### src/rtl/apb_requester.sv
`timescale 1ns/1ps
// -----------------------------------------------------------------------------
// apb_requester
//
// Turns a valid/ready command stream into APB SETUP/ACCESS transfers and
// reports every finished transfer with a one-cycle response pulse.
//
// Optional feature macro: APB_REQUESTER_TIMEOUT_EN
//   When defined, an ACCESS phase whose pready_i stays low for TIMEOUT_CYCLES
//   wait cycles is aborted and answered with rsp_err_o=1. When undefined,
//   ACCESS waits indefinitely and rsp_err_o is tied low.
//
// Ports
//   clk, reset     : single clock, synchronous active-high reset
//   cmd_valid_i    : command present
//   cmd_ready_o    : command accepted when cmd_valid_i & cmd_ready_o
//   cmd_write_i    : 1 = write, 0 = read
//   cmd_addr_i     : transfer address
//   cmd_wdata_i    : write data (ignored for reads)
//   rsp_valid_o    : one-cycle pulse per finished transfer
//   rsp_rdata_o    : read data; 0 for writes and errored transfers
//   rsp_err_o      : transfer aborted by timeout (valid with rsp_valid_o)
//   psel_o, penable_o, pwrite_o, paddr_o, pwdata_o : APB request side
//   prdata_i, pready_i                             : APB completion side
// -----------------------------------------------------------------------------
module apb_requester #(
    parameter int unsigned ADDR_W         = 10,
    parameter int unsigned DATA_W         = 32,
    parameter int unsigned TIMEOUT_CYCLES = 255
) (
    input  logic              clk,
    input  logic              reset,
    input  logic              cmd_valid_i,
    output logic              cmd_ready_o,
    input  logic              cmd_write_i,
    input  logic [ADDR_W-1:0] cmd_addr_i,
    input  logic [DATA_W-1:0] cmd_wdata_i,
    output logic              rsp_valid_o,
    output logic [DATA_W-1:0] rsp_rdata_o,
    output logic              rsp_err_o,
    output logic              psel_o,
    output logic              penable_o,
    output logic              pwrite_o,
    output logic [ADDR_W-1:0] paddr_o,
    output logic [DATA_W-1:0] pwdata_o,
    input  logic [DATA_W-1:0] prdata_i,
    input  logic              pready_i
);

    if (TIMEOUT_CYCLES < 1) begin : g_bad_timeout
        $error("apb_requester: TIMEOUT_CYCLES must be >= 1");
    end

    typedef enum logic [1:0] {
        IDLE   = 2'd0,
        SETUP  = 2'd1,
        ACCESS = 2'd2
    } state_t;

    state_t              state_q, state_d;
    logic                pwrite_q, pwrite_d;
    logic [ADDR_W-1:0]   paddr_q, paddr_d;
    logic [DATA_W-1:0]   pwdata_q, pwdata_d;
    logic                rsp_valid_q, rsp_valid_d;
    logic [DATA_W-1:0]   rsp_rdata_q, rsp_rdata_d;

    logic                cmd_accept;
    logic                xfer_done;
    logic                xfer_abort;

    // A completing ACCESS frees the requester in the same cycle, so a new
    // command can be taken while the old one finishes (combinational from
    // pready_i).
    assign cmd_ready_o = (state_q == IDLE) || ((state_q == ACCESS) && pready_i);
    assign cmd_accept  = cmd_valid_i && cmd_ready_o;
    assign xfer_done   = (state_q == ACCESS) && pready_i;

    assign psel_o      = (state_q == SETUP) || (state_q == ACCESS);
    assign penable_o   = (state_q == ACCESS);
    assign pwrite_o    = pwrite_q;
    assign paddr_o     = paddr_q;
    assign pwdata_o    = pwdata_q;
    assign rsp_valid_o = rsp_valid_q;
    assign rsp_rdata_o = rsp_rdata_q;

`ifdef APB_REQUESTER_TIMEOUT_EN
    localparam int unsigned CNT_W = $clog2(TIMEOUT_CYCLES + 1);

    logic [CNT_W-1:0] wait_cnt_q, wait_cnt_d;
    logic             rsp_err_q, rsp_err_d;

    // Counter value equals the number of not-ready ACCESS cycles seen so far;
    // clearing it in SETUP makes it zero on the first ACCESS cycle.
    always_comb begin
        wait_cnt_d = wait_cnt_q;
        if (state_q == SETUP) begin
            wait_cnt_d = '0;
        end else if ((state_q == ACCESS) && !pready_i) begin
            wait_cnt_d = wait_cnt_q + CNT_W'(1);
        end
    end

    // pready_i at the limit completes normally: abort needs pready_i low.
    assign xfer_abort = (state_q == ACCESS) && !pready_i &&
                        (wait_cnt_q == CNT_W'(TIMEOUT_CYCLES));

    always_comb begin
        rsp_err_d = rsp_err_q;
        if (xfer_done) begin
            rsp_err_d = 1'b0;
        end else if (xfer_abort) begin
            rsp_err_d = 1'b1;
        end
    end

    always_ff @(posedge clk) begin
        if (reset) begin
            wait_cnt_q <= '0;
            rsp_err_q  <= 1'b0;
        end else begin
            wait_cnt_q <= wait_cnt_d;
            rsp_err_q  <= rsp_err_d;
        end
    end

    assign rsp_err_o = rsp_err_q;
`else
    assign xfer_abort = 1'b0;
    assign rsp_err_o  = 1'b0;
`endif

    always_comb begin
        state_d     = state_q;
        pwrite_d    = pwrite_q;
        paddr_d     = paddr_q;
        pwdata_d    = pwdata_q;
        rsp_valid_d = 1'b0;
        rsp_rdata_d = rsp_rdata_q;

        unique case (state_q)
            IDLE: begin
                if (cmd_accept) begin
                    state_d = SETUP;
                end
            end
            SETUP: begin
                state_d = ACCESS;
            end
            ACCESS: begin
                if (xfer_done) begin
                    state_d = cmd_accept ? SETUP : IDLE;
                end else if (xfer_abort) begin
                    state_d = IDLE;
                end
            end
            default: begin
                state_d = IDLE;
            end
        endcase

        // Request fields only change on accept, so they stay stable from
        // SETUP through the completing ACCESS and hold while idle.
        if (cmd_accept) begin
            pwrite_d = cmd_write_i;
            paddr_d  = cmd_addr_i;
            pwdata_d = cmd_wdata_i;
        end

        if (xfer_done) begin
            rsp_valid_d = 1'b1;
            rsp_rdata_d = pwrite_q ? '0 : prdata_i;
        end else if (xfer_abort) begin
            rsp_valid_d = 1'b1;
            rsp_rdata_d = '0;
        end
    end

    always_ff @(posedge clk) begin
        if (reset) begin
            state_q     <= IDLE;
            pwrite_q    <= 1'b0;
            paddr_q     <= '0;
            pwdata_q    <= '0;
            rsp_valid_q <= 1'b0;
            rsp_rdata_q <= '0;
        end else begin
            state_q     <= state_d;
            pwrite_q    <= pwrite_d;
            paddr_q     <= paddr_d;
            pwdata_q    <= pwdata_d;
            rsp_valid_q <= rsp_valid_d;
            rsp_rdata_q <= rsp_rdata_d;
        end
    end

endmodule

### config.mk
export PLATFORM = sky130hd
export DESIGN_NAME = apb_requester
export DESIGN_NICKNAME = d
export VERILOG_FILES = /design/src/rtl/apb_requester.sv
export SDC_FILE = /design/constraint.sdc
export NUM_CORES = 1
export LEC_CHECK = 0
export BUFFER_PORTS_ARGS = -buffer_cell sky130_fd_sc_hd__buf_2
export CAP_MARGIN = 20
export CORE_AREA = 2 2 87 89
export CTS_CLUSTER_DIAMETER = 50
export CTS_CLUSTER_SIZE = 12
export DETAILED_ROUTE_END_ITERATION = 7
export DIE_AREA = 0 0 89 91
export PLACE_DENSITY = 0.78
export SLEW_MARGIN = 10
export SYNTH_ARGS = -nofsm -noshare
export SYNTH_HDL_FRONTEND = slang
export SYNTH_SLANG_ARGS = --single-unit
### constraint.sdc
create_clock -name clk -period 1.9 [get_ports clk]
set_clock_uncertainty 0.15 [all_clocks]
set_input_delay 0.38 -clock clk [delete_from_list [all_inputs] [get_ports clk]]
set_output_delay 0.38 -clock clk [all_outputs]
set_load 0.02 [all_outputs]
### Word-level counts from Yosys, hierarchy flattened

Index checks and enable logic that the tools add are counted.

| operators by class | value |
|---|---|
| add/subtract/negate cells | 0 |
| $mul | 0 |
| divide/modulo/power cells | 0 |
| $lt $le $gt $ge | 0 |
| equality and inequality tests | 4 |
| shift operators | 0 |
| mux-type cells | 6 |
| bitwise operators | 0 |
| reductions and logical operators | 6 |

Operators by type and width:

| operator | count |
|---|---|
| $mux 32 | 1 |
| $pmux 2 s3 | 1 |
| $mux 2 | 2 |
| $eq 2x1->1 const B | 1 |
| $eq 2x2->1 const B | 1 |
| $logic_and 1x1->1 | 2 |
| $logic_not 2->1 | 1 |
| $logic_or 1x1->1 | 2 |
| $mux 1 | 2 |
| $ne 2x1->1 const B | 1 |
| $ne 2x2->1 const B | 1 |
| $reduce_and 2->1 | 1 |

| storage, ports and cells | value |
|---|---|
| register bits after elaboration | 78 |
| bits in latches | 0 |
| bits in writable memories | 0 |
| bits in read-only memories | 0 |
| input port bits | 79 |
| output and inout bits | 80 |
| word-level logic and storage cells | 22 |
| memories kept | 0 |

### Logic depth before layout (Yosys ltp)

| depth | value |
|---|---|
| depth in word-level cells | 7 |
| depth in mapped cells | 7 |
| depth with buffers taken out | 5 |

### Worst setup path before layout

Ideal clock, no wire load.

| path | value |
|---|---|
| path type | reg-to-reg |
| start | register state_q[0] |
| end | register paddr_q[1] (netlist: paddr_o[1]) |
| library setup time | 0.072 ns |
| arrival | 1.443 ns |
| required time | 1.678 ns |
| slack | 0.236 ns |
| cell stages (with the launch flop) | 8 |
| buffers on the path | 2 |
| period minus slack after synthesis | 1.664 ns |
| cells stage by stage | dfxtp_1 inv_1 ha_1 a21oi_2 nor2b_1 buf_6 buf_8 mux2i_1 |

| on the way | value |
|---|---|
| longest elaborated chain between the ends | 4 |
| elaborated cells on any way between the ends | 5 |
| those cells by class | 1 x eq/ne; 4 x reduce/logical |

Ends and longest elaborated chain:

| element | RTL line | source |
|---|---|---|
| from (decl) | 60 | `state_t state_q, state_d;` |
| from (signal assigned) | 187 | `state_q <= state_d;` |
| $eq 2x2->1 | -- |  |
| via penable_o | 42 | `output logic penable_o,` |
| $logic_and 1x1->1 | 74 | `assign cmd_ready_o = (state_q == IDLE) \|\| ((state_q == ACCESS) && pready_i);` |
| $logic_or 1x1->1 | 74 |  |
| $logic_and 1x1->1 | 75 | `assign cmd_accept = cmd_valid_i && cmd_ready_o;` |
| to (signal assigned) | 189 | `paddr_q <= paddr_d;` |
| to (decl) | 62 | `logic [ADDR_W-1:0] paddr_q, paddr_d;` |

The timed path passes the listed nets, and every way through them passes these cells.
A chain may end at the register's enable or synchronous reset.

### Worst setup path in the final report

| path | value |
|---|---|
| start | register state_q[0] |
| end | output cmd_ready_o |

| on the way | value |
|---|---|
| longest elaborated chain between the ends | 3 |
| elaborated cells on any way between the ends | 4 |
| those cells by class | 1 x eq/ne; 3 x reduce/logical |

Ends and longest elaborated chain:

| element | RTL line | source |
|---|---|---|
| $eq 2x2->1 | 74 |  |
| $logic_and 1x1->1 | 74 |  |
| $logic_or 1x1->1 (*) | 74 |  |
| to (decl) | 34 | `output logic cmd_ready_o,` |

Every way passes the cells marked *; elsewhere a longest branch is shown, timed or not.

==> results.toml <==
[global_routing]
grt-ovfl-total = 0
grtUsageTotal = 0.186
grt_pass1_vias = 2580
antenna_found_initial = 0
grt_first_pass_wirelength_um = 11800
grt_max_degree = 54

[detailed_routing]
detail-route-antenna-nets = 0
drc = 0
wire_per_inst_um = 13.6
routed_wl_um = 7440
vias = 2561
drt_first_pass_iters = 4
viasPerCell = 4.70
drtIter0Drc = 78

[yosys]
ys_top_cells_by_count = "nand2b_1, dfxtp_1, mux2i_1"
ys_async_sr_fraction = 0
avgSynthCellArea_um2 = 11.0
yosysMostFrequentCell = "nand2b_1"
synth_xor_xnor_area_share = 0
synth_cells = 284
synth_top_area_cell = "dfxtp_1"
synthMuxAreaShare = 0.141
synth_compound_area_frac = 0.100
syn-num-nets = 367
yosys.cell_types.count = 22
ys_ff_latch = 78
synth_top_family_by_area = "simple AND/OR/NAND/NOR gates"
ys.flop_type = "dfxtp_1"
synth-edff-count = 0
synth_fa_ha_area_frac = 0.0159
yosys-top-cells-area = "dfxtp_1, nand2b_1, mux2i_1, a22o_1, buf_8"
synth_top_cell_area_share = 0.498
ys_seq_area_frac = 0.498
synth_area_um2 = 3140
yosysWarnings = 0
synth-simple-area-share = 0.190

[sta]
finalSetupTns_ps = 0
whs_ps = 87.4
drv_slew = 0
relSlewSlack = 0.558
hold_viol_final = 0
worst_pin_slew_ps = 661
final-setup-viol-count = 0
fmax_mhz = 540
post-route-period-util = 0.974
setup_ws_ps = 49.2
period_needed_ps = 1850

[floorplanning]
fp.dieH_um = 91
std_cell_rows = 31
pin_count = 159
core_um2 = 7140
die_x_um = 89
initial_core_util = 0.440
fp.dieArea_um2 = 8100

[cts]
cts_root_buf = "clkbuf_8"
cts_inserted_buffers = 9
clock_path_buffers = 2
clkLatencyLatePin_ps = 340
clk_pin_slew_ps = 90
cts_max_level = 3
clock_sinks = 78
cts_tree = "done"

[status]
status = "complete, no violations"

[power]
p_int_mw = 2.51
p_seq_frac = 0.501
ir_drop_mv = 0.351
switching_power_mw = 1.04
leakage_nw = 2.06
combPwrFrac = 0.180
powerDensity_nw_per_um2 = 839
swShare = 0.294
finalPower_mw = 3.55
pwr-share-clk = 0.320

[cells_and_area]
num-fill-cells = 661
drive_above_1_share = 0.437
multi_input_area_um2 = 1460
diodes = 0
fin_util = 0.593
area_growth_pct = 34.8
seqCellArea_um2 = 1560
nNetsFinal = 524

[worst_setup_path]
end_kind = "output pin"
rr_worst_depth = 8
critical_path.top_delay_family = "flip-flops"
crit_fanout = 3
crit_type = "reg -> out"
required_ps = 1370
crit_arrival_ps = 1320
cp_slowest_cell = "dfxtp_2"
max_stage_delay_ps = 340
cp.depth = 6
worstSetupStartpointType = "flop"
cp_cell_sequence = "inv_2 -> ha_4 -> buf_6 -> a21oi_4 -> inv_2 -> buf_6"
critPathBufInv = 4

[run]
drv_cap = 0

[place]
portBuffers = 157
place.detailed.hpwl_um = 5240
place_ws_ps = -140
gp_congestion = 0.770

[min_path]
min-delay-path-class = "in -> reg"
min_delay_path_depth = 2
-- final timing paths --
kind | from | endpoint | slack (ps)
worst max-delay path | state_q[0] | cmd_ready_o | 50
worst min-delay path | prdata_i[22] | rsp_rdata_o[22] | 90
worst max register to register | state_q[0] | paddr_o[0] | 130
worst min register to register | pwdata_o[26] | pwdata_o[26] | 320
-- area by class of cell --
cell class | count | share of cell area
Clock inverter | 7 | 0.0133
Inverter | 3 | 0.00266
Tap cell | 99 | 0.0293
Timing Repair Buffer | 167 | 0.212
Multi-Input combinational cell | 182 | 0.344
Sequential cell | 78 | 0.370
Clock buffer | 9 | 0.0293
-- state kept, by name, indices dropped and copies added (netlist names) --
register and count:
paddr_o 10, pwdata_o 32, pwrite_o 1, rsp_rdata_o 32
rsp_valid_o 1, state_q 2
-- layer usage --
layer | track usage | vias to the layer above | part of all wire
met2 | 0.319 | 77 | 0.52
met1 | 0.208 | 1197 | 0.40
met3 | 0.0445 | 17 | 0.053
met5 | 0 | - | 0
met4 | 0.101 | 0 | 0.032
li1 | - | 1270 | -
-- cells in the final DEF (no fill, tap or decap), types with 2 or more instances in the layout --
master / n
ha_1: 2
o21ai_0: 2
inv_6: 3
inv_2: 2
clkbuf_8: 9
buf_4: 7
clkinvlp_4: 4
a22o_1: 32
buf_12: 2
buf_2: 156
a21oi_1: 2
nand2b_1: 86
dfxtp_1: 76
dfxtp_2: 2
nor3_4: 2
nor2b_1: 2
mux2i_1: 43
buf_6: 2
-- logic make-up (layout without fill, tap and decap cells) --
group / after synthesis / in the layout
and+or+nand+nor: 94 / 95
adders and majority gates: 4 / 4
other: 1 / 1
buffers and inverters: 25 / 186
DFF: 78 / 78
AOI/OAI and AO/OA: 38 / 38
muxes: 44 / 44
-- through the flow --
step / cell area, um^2 / std cells
4_1_cts: 4190 / 543
5_1_grt: 4230 / 545
3_5_place_dp: 3990 / 526
3_3_place_gp: 3990 / 526
2_1_floorplan: 3140 / 284
6_report: 4230 / 545
-- what timing repair did --
action / CTS / global route
setup buffers: 0 / 2
pin swaps: 1 / 3
resized for setup: 2 / 10
endpoints found under the setup margin: 33 / 33
hold buffers: 0 / 0
gates cloned: 1 / 0
-- power by group through the flow --
stage	logic [mW]	clock network (mW)	registers (mW)
2_1_floorplan	0.297	0	1.92
3_3_place_gp	0.605	0	1.81
3_5_place_dp	0.619	0	1.81
4_1_cts	0.627	1.17	1.78
5_1_grt	0.689	1.27	1.79
6_report	0.638	1.13	1.78
No activity file was read; power rests on OpenSTA's default activity.
